===== config.mk =====
export PLATFORM = sky130hd
export DESIGN_NAME = execute_to_memory_flat
export DESIGN_NICKNAME = d
export VERILOG_FILES = /design/src/rtl/execute_to_memory_if.sv /design/src/rtl/execute_to_memory.sv /design/src/flat_wrapper.sv
export SDC_FILE = /design/constraint.sdc
export NUM_CORES = 1
export LEC_CHECK = 0
export BUFFER_PORTS_ARGS = -buffer_cell sky130_fd_sc_hd__buf_2
export CAP_MARGIN = 20
export CORE_ASPECT_RATIO = 0.75
export CORE_UTILIZATION = 40
export CTS_CLUSTER_SIZE = 16
export DETAILED_ROUTE_END_ITERATION = 16
export MAX_ROUTING_LAYER = met4
export PLACE_DENSITY_LB_ADDON = 0.12
export SLEW_MARGIN = 20
export SYNTH_ARGS = -nofsm -noshare
export SYNTH_HDL_FRONTEND = slang
export SYNTH_SLANG_ARGS = --single-unit

===== constraint.sdc =====
create_clock -name clk -period 1.8 [get_ports clk]
set_input_delay 0.36 -clock clk [delete_from_list [all_inputs] [get_ports clk]]
set_output_delay 0.36 -clock clk [all_outputs]
set_load 0.03 [all_outputs]

===== src/rtl/execute_to_memory_if.sv =====
// Execute->Memory boundary signal bundle: E-stage controls/data in, M-stage registers and flags out.
// The master modport is the E-stage/hazard-unit side; the slave modport is the pipeline register.
interface execute_to_memory_if #(
    parameter int unsigned WIDTH = 32
);
    logic             StallM;
    logic             FlushM;
    logic [3:0]       CondE;
    logic [1:0]       FlagWriteE;
    logic [3:0]       ALUFlagsE;
    logic             PCSrcE;
    logic             RegWriteE;
    logic             MemWriteE;
    logic             MemtoRegE;
    logic [WIDTH-1:0] ALUResultE;
    logic [WIDTH-1:0] WriteDataE;
    logic [3:0]       WA3E;

    logic             CondExE;
    logic [3:0]       FlagsQ;
    logic             PCSrcM;
    logic             RegWriteM;
    logic             MemWriteM;
    logic             MemtoRegM;
    logic [WIDTH-1:0] ALUOutM;
    logic [WIDTH-1:0] WriteDataM;
    logic [3:0]       WA3M;

    modport master (
        output StallM, FlushM, CondE, FlagWriteE, ALUFlagsE,
               PCSrcE, RegWriteE, MemWriteE, MemtoRegE,
               ALUResultE, WriteDataE, WA3E,
        input  CondExE, FlagsQ, PCSrcM, RegWriteM, MemWriteM, MemtoRegM,
               ALUOutM, WriteDataM, WA3M
    );

    modport slave (
        input  StallM, FlushM, CondE, FlagWriteE, ALUFlagsE,
               PCSrcE, RegWriteE, MemWriteE, MemtoRegE,
               ALUResultE, WriteDataE, WA3E,
        output CondExE, FlagsQ, PCSrcM, RegWriteM, MemWriteM, MemtoRegM,
               ALUOutM, WriteDataM, WA3M
    );
endinterface


===== src/rtl/execute_to_memory.sv =====
// Execute->Memory pipeline register for the 5-stage ARM core: evaluates the condition field,
// owns the NZCV flags and registers condition-gated E-stage controls and data into M.
module execute_to_memory #(
    parameter int unsigned WIDTH = 32
) (
    input logic                clk,
    input logic                reset,
    execute_to_memory_if.slave bus
);
    logic             flagN, flagZ, flagC, flagV;
    logic [3:0]       flagsQ;
    logic             condEx;

    logic             pcSrcM;
    logic             regWriteM;
    logic             memWriteM;
    logic             memtoRegM;
    logic [WIDTH-1:0] aluOutM;
    logic [WIDTH-1:0] writeDataM;
    logic [3:0]       wa3M;

    assign {flagN, flagZ, flagC, flagV} = flagsQ;

    // Condition evaluation uses only the registered flags; no bypass of the E-stage ALU flags.
    always_comb begin
        condEx = 1'b1;
        case (bus.CondE)
            4'h0: condEx = flagZ;
            4'h1: condEx = !flagZ;
            4'h2: condEx = flagC;
            4'h3: condEx = !flagC;
            4'h4: condEx = flagN;
            4'h5: condEx = !flagN;
            4'h6: condEx = flagV;
            4'h7: condEx = !flagV;
            4'h8: condEx = flagC && !flagZ;
            4'h9: condEx = !flagC || flagZ;
            4'hA: condEx = (flagN == flagV);
            4'hB: condEx = (flagN != flagV);
            4'hC: condEx = !flagZ && (flagN == flagV);
            4'hD: condEx = flagZ || (flagN != flagV);
            default: condEx = 1'b1;
        endcase
    end

    always_ff @(posedge clk) begin
        if (reset) begin
            flagsQ     <= '0;
            pcSrcM     <= 1'b0;
            regWriteM  <= 1'b0;
            memWriteM  <= 1'b0;
            memtoRegM  <= 1'b0;
            aluOutM    <= '0;
            writeDataM <= '0;
            wa3M       <= '0;
        end else if (!bus.StallM) begin
            // Data and destination load even on flush; only controls are squashed.
            aluOutM    <= bus.ALUResultE;
            writeDataM <= bus.WriteDataE;
            wa3M       <= bus.WA3E;
            if (bus.FlushM) begin
                pcSrcM    <= 1'b0;
                regWriteM <= 1'b0;
                memWriteM <= 1'b0;
                memtoRegM <= 1'b0;
            end else begin
                pcSrcM    <= bus.PCSrcE && condEx;
                regWriteM <= bus.RegWriteE && condEx;
                memWriteM <= bus.MemWriteE && condEx;
                memtoRegM <= bus.MemtoRegE;
                if (condEx) begin
                    if (bus.FlagWriteE[1]) flagsQ[3:2] <= bus.ALUFlagsE[3:2];
                    if (bus.FlagWriteE[0]) flagsQ[1:0] <= bus.ALUFlagsE[1:0];
                end
            end
        end
    end

    assign bus.CondExE    = condEx;
    assign bus.FlagsQ     = flagsQ;
    assign bus.PCSrcM     = pcSrcM;
    assign bus.RegWriteM  = regWriteM;
    assign bus.MemWriteM  = memWriteM;
    assign bus.MemtoRegM  = memtoRegM;
    assign bus.ALUOutM    = aluOutM;
    assign bus.WriteDataM = writeDataM;
    assign bus.WA3M       = wa3M;
endmodule


===== src/flat_wrapper.sv =====
// flat-port wrapper written by rule: the top's interface ports become plain ports
module execute_to_memory_flat 
#(
    parameter int unsigned WIDTH = 32
)
  (clk, reset, bus_StallM, bus_FlushM, bus_CondE, bus_FlagWriteE, bus_ALUFlagsE, bus_PCSrcE, bus_RegWriteE, bus_MemWriteE, bus_MemtoRegE, bus_ALUResultE, bus_WriteDataE, bus_WA3E, bus_CondExE, bus_FlagsQ, bus_PCSrcM, bus_RegWriteM, bus_MemWriteM, bus_MemtoRegM, bus_ALUOutM, bus_WriteDataM, bus_WA3M);
  execute_to_memory_if #(.WIDTH(WIDTH)) bus_i ();
  input logic clk;
  input logic reset;
  input wire logic [$bits(bus_i.StallM)-1:0] bus_StallM;
  input wire logic [$bits(bus_i.FlushM)-1:0] bus_FlushM;
  input wire logic [$bits(bus_i.CondE)-1:0] bus_CondE;
  input wire logic [$bits(bus_i.FlagWriteE)-1:0] bus_FlagWriteE;
  input wire logic [$bits(bus_i.ALUFlagsE)-1:0] bus_ALUFlagsE;
  input wire logic [$bits(bus_i.PCSrcE)-1:0] bus_PCSrcE;
  input wire logic [$bits(bus_i.RegWriteE)-1:0] bus_RegWriteE;
  input wire logic [$bits(bus_i.MemWriteE)-1:0] bus_MemWriteE;
  input wire logic [$bits(bus_i.MemtoRegE)-1:0] bus_MemtoRegE;
  input wire logic [$bits(bus_i.ALUResultE)-1:0] bus_ALUResultE;
  input wire logic [$bits(bus_i.WriteDataE)-1:0] bus_WriteDataE;
  input wire logic [$bits(bus_i.WA3E)-1:0] bus_WA3E;
  output wire logic [$bits(bus_i.CondExE)-1:0] bus_CondExE;
  output wire logic [$bits(bus_i.FlagsQ)-1:0] bus_FlagsQ;
  output wire logic [$bits(bus_i.PCSrcM)-1:0] bus_PCSrcM;
  output wire logic [$bits(bus_i.RegWriteM)-1:0] bus_RegWriteM;
  output wire logic [$bits(bus_i.MemWriteM)-1:0] bus_MemWriteM;
  output wire logic [$bits(bus_i.MemtoRegM)-1:0] bus_MemtoRegM;
  output wire logic [$bits(bus_i.ALUOutM)-1:0] bus_ALUOutM;
  output wire logic [$bits(bus_i.WriteDataM)-1:0] bus_WriteDataM;
  output wire logic [$bits(bus_i.WA3M)-1:0] bus_WA3M;
  assign bus_i.StallM = bus_StallM;
  assign bus_i.FlushM = bus_FlushM;
  assign bus_i.CondE = bus_CondE;
  assign bus_i.FlagWriteE = bus_FlagWriteE;
  assign bus_i.ALUFlagsE = bus_ALUFlagsE;
  assign bus_i.PCSrcE = bus_PCSrcE;
  assign bus_i.RegWriteE = bus_RegWriteE;
  assign bus_i.MemWriteE = bus_MemWriteE;
  assign bus_i.MemtoRegE = bus_MemtoRegE;
  assign bus_i.ALUResultE = bus_ALUResultE;
  assign bus_i.WriteDataE = bus_WriteDataE;
  assign bus_i.WA3E = bus_WA3E;
  assign bus_CondExE = bus_i.CondExE;
  assign bus_FlagsQ = bus_i.FlagsQ;
  assign bus_PCSrcM = bus_i.PCSrcM;
  assign bus_RegWriteM = bus_i.RegWriteM;
  assign bus_MemWriteM = bus_i.MemWriteM;
  assign bus_MemtoRegM = bus_i.MemtoRegM;
  assign bus_ALUOutM = bus_i.ALUOutM;
  assign bus_WriteDataM = bus_i.WriteDataM;
  assign bus_WA3M = bus_i.WA3M;
  execute_to_memory #(.WIDTH(WIDTH)) u_core (.clk(clk), .reset(reset), .bus(bus_i));
endmodule

# After elaboration in Yosys (flattened, before gate mapping)
# Cells that the tools add are included.
[totals]
reg_bits = 76
input_bits = 86
word_cells = 45
[op_classes]
eq_ne = 15
mux = 5
bitwise_logic = 2
n_reduce_logical = 14
[ops]
columns = ["op", "n"]
rows = [
  ["== test 4 bit, second input constant", 6],
  ["== test 4 x 3 -> 1 bit, second input constant", 4],
  ["case mux 1 bit (14 select lines)", 1],
  ["== test 4 x 2 -> 1 bit, second input constant", 2],
  ["AND reduction 4 bit", 2],
  ["logical AND 1 bit", 5],
  ["== test 4 x 1 -> 1 bit, second input constant", 1],
  ["logical NOT 1 bit", 4],
  ["logical NOT 4 bit", 1],
  ["2-to-1 mux 1 bit", 4],
  ["logical OR 1 bit", 2],
  ["inverter 1 bit", 2],
  ["== test 1 bit", 1],
  ["!= test 1 bit", 1],
]

# Logic depth before layout (Yosys ltp)
# Gate-level depths: netlist of the first run.
[logic_depth]
word_depth = 5
ltp_mapped = 5

# Worst setup path after synthesis of the first run
# Ideal clock, no wire load.
[synth_path]
path_kind = "reg2out"
from = "register u_core.flagsQ[3] (netlist: u_core.bus.FlagsQ[3])"
to = "output bus_CondExE"
arrival_ns = 1.729
setup_slack_ns = -0.289
path_stages_with_launch = 5
path_buffers = 0
cell_sequence = "dfxtp_1 > xnor3_1 > o211ai_2 > o311ai_2 > or2_2"
[synth_via]
elab_chain_len = 3
word_cells_on_any_way = 6
cone_classes = "eq/ne: 2; mux: 1; reduce/logical: 3"
[synth_lines]
columns = ["element", "line", "text"]
rows = [
  ["start: declaration", "execute_to_memory.sv:11", "logic [3:0] flagsQ;"],
  ["start signal: assignment", "execute_to_memory.sv:72", "if (bus.FlagWriteE[1]) flagsQ[3:2] <= bus.ALUFlagsE[3:2];"],
  ["!= test 1 bit / == test 1 bit (equally long branches)", "-", ""],
  ["logical OR 1 bit / logical AND 1 bit (equally long branches)", "execute_to_memory.sv:41, execute_to_memory.sv:40", ""],
  ["case mux 1 bit (14 select lines) *", "execute_to_memory.sv:27", "case (bus.CondE)"],
  ["end: declaration", "flat_wrapper.sv:22", "output wire logic [$bits(bus_i.CondExE)-1:0] bus_CondExE;"],
]
# Every way passes the cells marked *; elsewhere a longest branch is shown, timed or not.

# Worst setup path in the final report of the first run
[layout_path]
from = "register u_core.flagsQ[0] (netlist: u_core.bus.FlagsQ[0])"
to = "output bus_CondExE"
# Same word-level chain as after synthesis.

==> impl_metrics.toml, run 1 <==
[logic_synthesis]
synth.distinct_cells = 25
ys_seq_area_share_pct = 52.3
synth_nets = 360
ys_warn_count = 0
syn_area_sq_mm = 0.00291
syn_inst = 274
synth_area_per_cell_sq_um = 10.6
synth-seq-cells = 76

[timing]
tightest_slew_ns = 0.436
hold_violations = 0
clock-skew-final_ns = 0.00975
setup_tns_ns = -0.278
period_needed_ns = 2.08
slew_viol_final = 0
fin_crit_sh_pct = 115
clock.fmax_mhz = 481
layout_setup_ws_ns = -0.278
setup_viol = 1
maxSlewHeadroom_pct = 70.8
rsz0062_at_grt = "true"
whs_ns = 0.244

[setup_path]
max_stage_delay_ns = 0.35
worstRegToRegCells = 7
crit_fanout = 2
required_ns = 1.44
rr_startpoint = "u_core.bus.FlagsQ[0]"
critPathSlowestCell = "dfxtp_4"
crit_path_end_kind = "output pin"
critical_path_class = "reg -> out"
cp_cell_sequence = "xnor3_1, o211ai_2, o311ai_2, or2_4, buf_6"
cp_top_family = "flip-flops"
r2r_slack_ns = 0.12
worst_ep_arrival_time_ns = 1.72
cp-start-kind = "register"
cp_num_buf_inv = 1
reg2reg_to = "u_core.bus.RegWriteM"

[die]
initial_utilization_pct = 42.0
io_pins = 163
die_area_sq_mm = 0.00762
coreArea_sq_mm = 0.00693
die_w_um = 100
die_h_um = 75.8
rows = 26

[place]
post-dp-hpwl_um = 4780
portBuffers = 162
place.gp.congestion = 0.818

[pwr]
ir_worst_vdd_v = 0.000557
powerDensity_mw_per_mm2 = 894
p_leak_uw = 0.00218

[final_layout]
antenna_cells = 0
layout-drive-gt1-share_pct = 46.4
fillers = 624
layout.nets = 529
area_growth_pct = 40.5

[status]
violations = "negative setup slack"
outcome = "finished, violations left"

[cts]
tritoncts = "yes"
numCtsBuffers = 9
clk_pin_slew_ns = 0.08
cts_buffer_depth = 2
htree_levels = 3
cts_sinks = 76
ctsHoldBuffers = 0
clk_latency_ns = 0.34
clock-root-buffer = "clkbuf_8"

[global_routing]
overflow = 0
antenna_found_initial = 0
grt_pass1_wl_um = 9850
grt_pass1_vias = 2133
track_usage_pct = 17.6
grt_max_degree = 38

[worst_hold_path]
min_path_type = "in -> reg"
worstHoldStart = "bus_WriteDataE[9]"
holdPathStages = 3
hold_end = "u_core.bus.WriteDataM[9]"

[routing]
avgViaCountPerCell = 4.49
drtIter0Drc = 45
wl_per_cell_um = 12.0
dr.pass1.iters = 4
antenna_left = 0
wl_um = 6560
drc_errors = 0
route.vias.total = 2451

[flow_run]
drv_cap = 0
[final cells by class]
cell class | count | area [sq um] | area share, %
flip-flops and latches | 76 | 1530 | 37.4
inverters | 1 | 3.75 | 0.0919
multi-input cells | 181 | 1330 | 32.6
well taps | 98 | 123 | 3.00
clock buffers | 11 | 141 | 3.46
clock inverters | 5 | 35.0 | 0.857
repair buffers | 174 | 922 | 22.6
[worst reg2reg max path: cells and delay by family, from the launching register on]
kind	cells	cell delay (ns)
AOI/OAI and AO/OA	4	0.54
xor gates and xnor gates	1	0.34
DFF	1	0.35
buffers and inverters	2	0.31
[layout by cell type (no fill, tap or decap), types with 2 or more instances in the layout]
| cell | synthesis | layout |
|---|---|---|
| a21oi_1 | 3 | 3 |
| buf_2 | 0 | 160 |
| buf_4 | 0 | 12 |
| clkbuf_8 | 1 | 10 |
| clkinv_2 | 0 | 2 |
| dfxtp_1 | 76 | 73 |
| dfxtp_4 | 0 | 2 |
| mux2i_1 | 76 | 74 |
| mux2i_2 | 0 | 2 |
| nand2_1 | 5 | 5 |
| nor2_1 | 70 | 70 |
| o211a_4 | 0 | 2 |
| o211ai_1 | 3 | 3 |
| or2b_2 | 8 | 8 |
[synth_stat cells]
master / number / share of area (%)
dfxtp_1: 76 / 52
mux2i_1: 76 / 26
nor2_1: 70 / 9.0
clkbuf_1: 14 / 1.8
or2b_2: 8 / 2.4
nand2_1: 5 / 0.65
a21oi_1: 3 / 0.52
o211ai_1: 3 / 0.77
a22oi_1: 2 / 0.52
o211a_1: 2 / 0.69
and2b_1: 1 / 0.26
and3b_1: 1 / 0.30
buf_8: 1 / 0.52
clkbuf_8: 1 / 0.47
inv_1: 1 / 0.13
nand2b_1: 1 / 0.22
nor2b_1: 1 / 0.22
nor3_1: 1 / 0.17
nor3b_1: 1 / 0.26
o211ai_2: 1 / 0.43
o311ai_2: 1 / 0.56
or2_2: 1 / 0.22
xnor2_1: 1 / 0.30
xnor3_1: 1 / 0.77
xor2_1: 1 / 0.30
[sequential cells by signal (all words and copies together), names as in the netlist]
signal and count:
u_core.bus.FlagsQ 4, u_core.bus.WriteDataM 32, u_core.bus.MemWriteM 1, u_core.bus.RegWriteM 1, u_core.bus.ALUOutM 32, u_core.bus.PCSrcM 1, u_core.bus.MemtoRegM 1, u_core.bus.WA3M 4
[metrics by stage]
stage	util, %	setup slack (ns)	total power (uW)	instance area [sq um]	std cells
after floorplan	-	0.0154	2280	2920	274
after global placement	55.7	-0.0329	2520	3860	528
after detailed placement	55.7	-0.0724	2530	3860	528
after CTS	58.5	-0.345	3700	4060	545
after global routing	59.0	-0.365	3850	4090	546
final	59.0	-0.278	3650	4090	546
[how the worst max path moves through the flow]
stage	slack, ns	from	to	cells after the start
2_1_floorplan	0.02	u_core.bus.FlagsQ[3]	bus_CondExE	4
3_3_place_gp	-0.03	bus_CondE[1]	bus_CondExE	6
3_5_place_dp	-0.07	bus_CondE[1]	bus_CondExE	6
4_1_cts	-0.35	u_core.bus.FlagsQ[0]	bus_CondExE	5
5_1_grt	-0.36	u_core.bus.FlagsQ[0]	bus_CondExE	6
6_report	-0.28	u_core.bus.FlagsQ[0]	bus_CondExE	5
[routing by layer]
layer	GRT usage [%]	routed length [um]	vias to the layer above
met1	20.7	2970	1081
met3	6.79	603	11
met2	27.2	2890	99
met4	7.25	90	0
li1	-	-	1260
met5	-	0	-
[report_power, final]
group	internal (uW)	total, uW	switching, uW
clock network	541	1150	613
registers	1770	1820	44.0
logic	275	681	406
total	2590	3650	1060
[cells by family (layout without fill, tap and decap cells)]
| group | Yosys count | after routing | share of synthesized area [%] |
|---|---|---|---|
| muxes | 76 | 76 | 26.2 |
| buffers and inverters | 17 | 191 | 2.93 |
| and+or+nand+nor | 90 | 90 | 13.7 |
| AOI/OAI and AO/OA | 12 | 12 | 3.49 |
| xor gates and xnor gates | 3 | 3 | 1.38 |
| DFF | 76 | 76 | 52.3 |
[repair_timing]
item	in CTS	in global routing
setup buffers	1	2
pin swaps	2	3
gates resized for setup	3	4
endpoints found under the setup margin	1	5
Note: power is estimated with default switching activity, not from simulation.
==> inputs of run 2 (changes only) <==
--- a/config.mk
+++ b/config.mk
@@ -5,6 +5,7 @@
 export SDC_FILE = /design/constraint.sdc
 export NUM_CORES = 1
 export LEC_CHECK = 0
+export ABC_AREA = 1
 export BUFFER_PORTS_ARGS = -buffer_cell sky130_fd_sc_hd__buf_2
 export CAP_MARGIN = 20
 export CORE_ASPECT_RATIO = 0.75
==> run 2 against run 1 <==
The flow now finishes without violations. Final area is 1.6% higher. Via count is 24% higher. First-iteration DRC count grew 130%. Utilization grew 0.94 points.
==> impl_metrics.toml, run 2 <==
[logic_synthesis]
synth-seq-cells = 76
synth_top_cell_by_area = "dfxtp_1"
netlist.area_leader.share_pct = 52.1
synth_nets = 492
syn_area_sq_mm = 0.00292
synth_area_per_cell_sq_um = 7.20
ys_seq_area_share_pct = 52.1
synth-edff-count = 0
yosysMostFrequentCell = "nor2_1"
synth_area_leaders = "dfxtp_1, nor2_1, o21ai_0"
async_flop_share_pct = 0
synth_ff_type = "dfxtp_1"
synth.distinct_cells = 16
ys_warn_count = 0
syn_inst = 406
synth.top_cells.by_count = "nor2_1, dfxtp_1, o21ai_0"

[final_layout]
layout-drive-gt1-share_pct = 39.1
fillers = 685
antenna_cells = 0
layout.nets = 653
final_cell_mix = "buf_2, nor2_1, dfxtp_1"
area_growth_pct = 42.0
finish.utilization_pct = 59.9
layout_commonest_cell = "buf_2"

[die]
coreArea_sq_mm = 0.00693
die_w_um = 101
rows = 26
initial_utilization_pct = 42.2
io_pins = 163
die_h_um = 76.0
die_area_sq_mm = 0.00766

[setup_path]
critPathSlowestCell = "dfxtp_4"
cp_top_family = "simple AND/OR/NAND/NOR gates"
cp_cell_sequence = "inv_4, nand2_2, nand3_2, nand3_2, nand2_2, nor2_4, nand2_4, buf_6"
crit_fanout = 6
critical_path_class = "reg -> out"
required_ns = 1.44
crit_path_end_kind = "output pin"
cp-start-kind = "register"
cp_num_buf_inv = 2
worst_ep_arrival_time_ns = 1.40
max_stage_delay_ns = 0.40

[cts]
htree_levels = 3
tritoncts = "yes"
cts_sinks = 76
clk_pin_slew_ns = 0.08
clock-root-buffer = "clkbuf_8"
clk_latency_ns = 0.33
cts_buffer_depth = 2
numCtsBuffers = 9
ctsHoldBuffers = 0

[status]
outcome = "completed"

[timing]
maxSlewHeadroom_pct = 77.6
tightest_slew_ns = 0.335
hold_violations = 0
clock-skew-final_ns = 0.00373
setup_viol = 0
fin_crit_sh_pct = 98.1
rsz0062_at_grt = "true"
slew_viol_final = 0
clock.fmax_mhz = 567
period_needed_ns = 1.76

[pwr]
internal_power_uw = 2690
ir_worst_vdd_v = 0.000461
seqPwrFrac_pct = 48.0
switching_share_pct = 30.1
p_leak_uw = 0.00216
powerDensity_mw_per_mm2 = 926
p_sw_uw = 1150
total_power_uw = 3840
p_clk_share_pct = 31.8
combPwrFrac_pct = 20.1

[routing]
route.vias.total = 3041
dr.pass1.iters = 4
avgViaCountPerCell = 4.55
drc_errors = 0
wl_um = 7760
wl_per_cell_um = 11.6
drtIter0Drc = 102
antenna_left = 0

[global_routing]
overflow = 0
grt_max_degree = 57
grt_pass1_wl_um = 12700
track_usage_pct = 21.6
grt_pass1_vias = 2779
antenna_found_initial = 0

[place]
post-dp-hpwl_um = 5450
portBuffers = 162
place.gp.congestion = 0.890

[worst_hold_path]
min_path_type = "in -> reg"

[flow_run]
drv_cap = 0
-- run 2: cell families after synthesis --
kind of cell	after synthesis	synth area share (%)
compound gates	75	12.8
simple gates	210	28.6
buf+inv	45	6.46
flops	76	52.1
-- run 2: metal layers --
| layer | vias up | wire length, um | GRT usage, % |
|---|---|---|---|
| met5 | - | 0 | - |
| met4 | 0 | 143 | 6.23 |
| met1 | 1318 | 3480 | 25.4 |
| li1 | 1595 | - | - |
| met3 | 13 | 688 | 8.81 |
| met2 | 115 | 3460 | 33.8 |
-- run 2: power by group through the flow --
stage / Clock [uW] / Combinational (uW) / Sequential, uW
global route: 1370 / 847 / 1860
floorplan: 0 / 250 / 2110
global placement: 0 / 736 / 1880
finish: 1220 / 773 / 1850
CTS: 1270 / 754 / 1850
detailed placement: 0 / 742 / 1890
-- run 2: final timing paths --
| kind | startpoint | end | slack (ns) | cells after the start |
|---|---|---|---|---|
| min reg2reg | u_core.bus.RegWriteM | u_core.bus.RegWriteM | 0.47 | 2 |
| max | u_core.bus.FlagsQ[3] | bus_CondExE | 0.04 | 8 |
| min | bus_WA3E[3] | u_core.bus.WA3M[3] | 0.25 | 3 |
| max reg2reg | u_core.bus.FlagsQ[3] | u_core.bus.FlagsQ[0] | 0.29 | 12 |
-- run 2: stage by stage --
| stage | cell area [sq um] | setup TNS [ns] | cells | setup slack, ns | hold slack [ns] |
|---|---|---|---|---|---|
| 3_3_place_gp | 3840 | 0 | 651 | 0.167 | 0.452 |
| 3_5_place_dp | 3840 | 0 | 651 | 0.144 | 0.462 |
| 5_1_grt | 4150 | -0.0458 | 669 | -0.0458 | 0.230 |
| 6_report | 4150 | 0 | 669 | 0.0351 | 0.249 |
| 4_1_cts | 4050 | 0 | 667 | 0.00645 | 0.231 |
| 2_1_floorplan | 2920 | 0 | 406 | 0.270 | 0.429 |
-- run 2: worst min-delay path, delay by kind of cell --
kind            cells  cell delay [ns]
buf+inv             1             0.07
simple gates        1             0.07
compound gates      1             0.06
-- run 2: area by class of cell --
class	count	area [sq um]	share of cell area, %
clock buffers	10	128	3.07
clock inverters	5	53.8	1.30
inverters	23	91.3	2.20
multi-input cells	285	1290	31.1
flip-flops and latches	76	1530	36.9
well taps	98	123	2.95
repair buffers	172	930	22.4
-- run 2: what timing repair did --
action / in CTS / in global routing
setup endpoints to repair: 1 / 1
setup buffers: 1 / 2
resized for setup: 9 / 25
pin swaps: 3 / 8
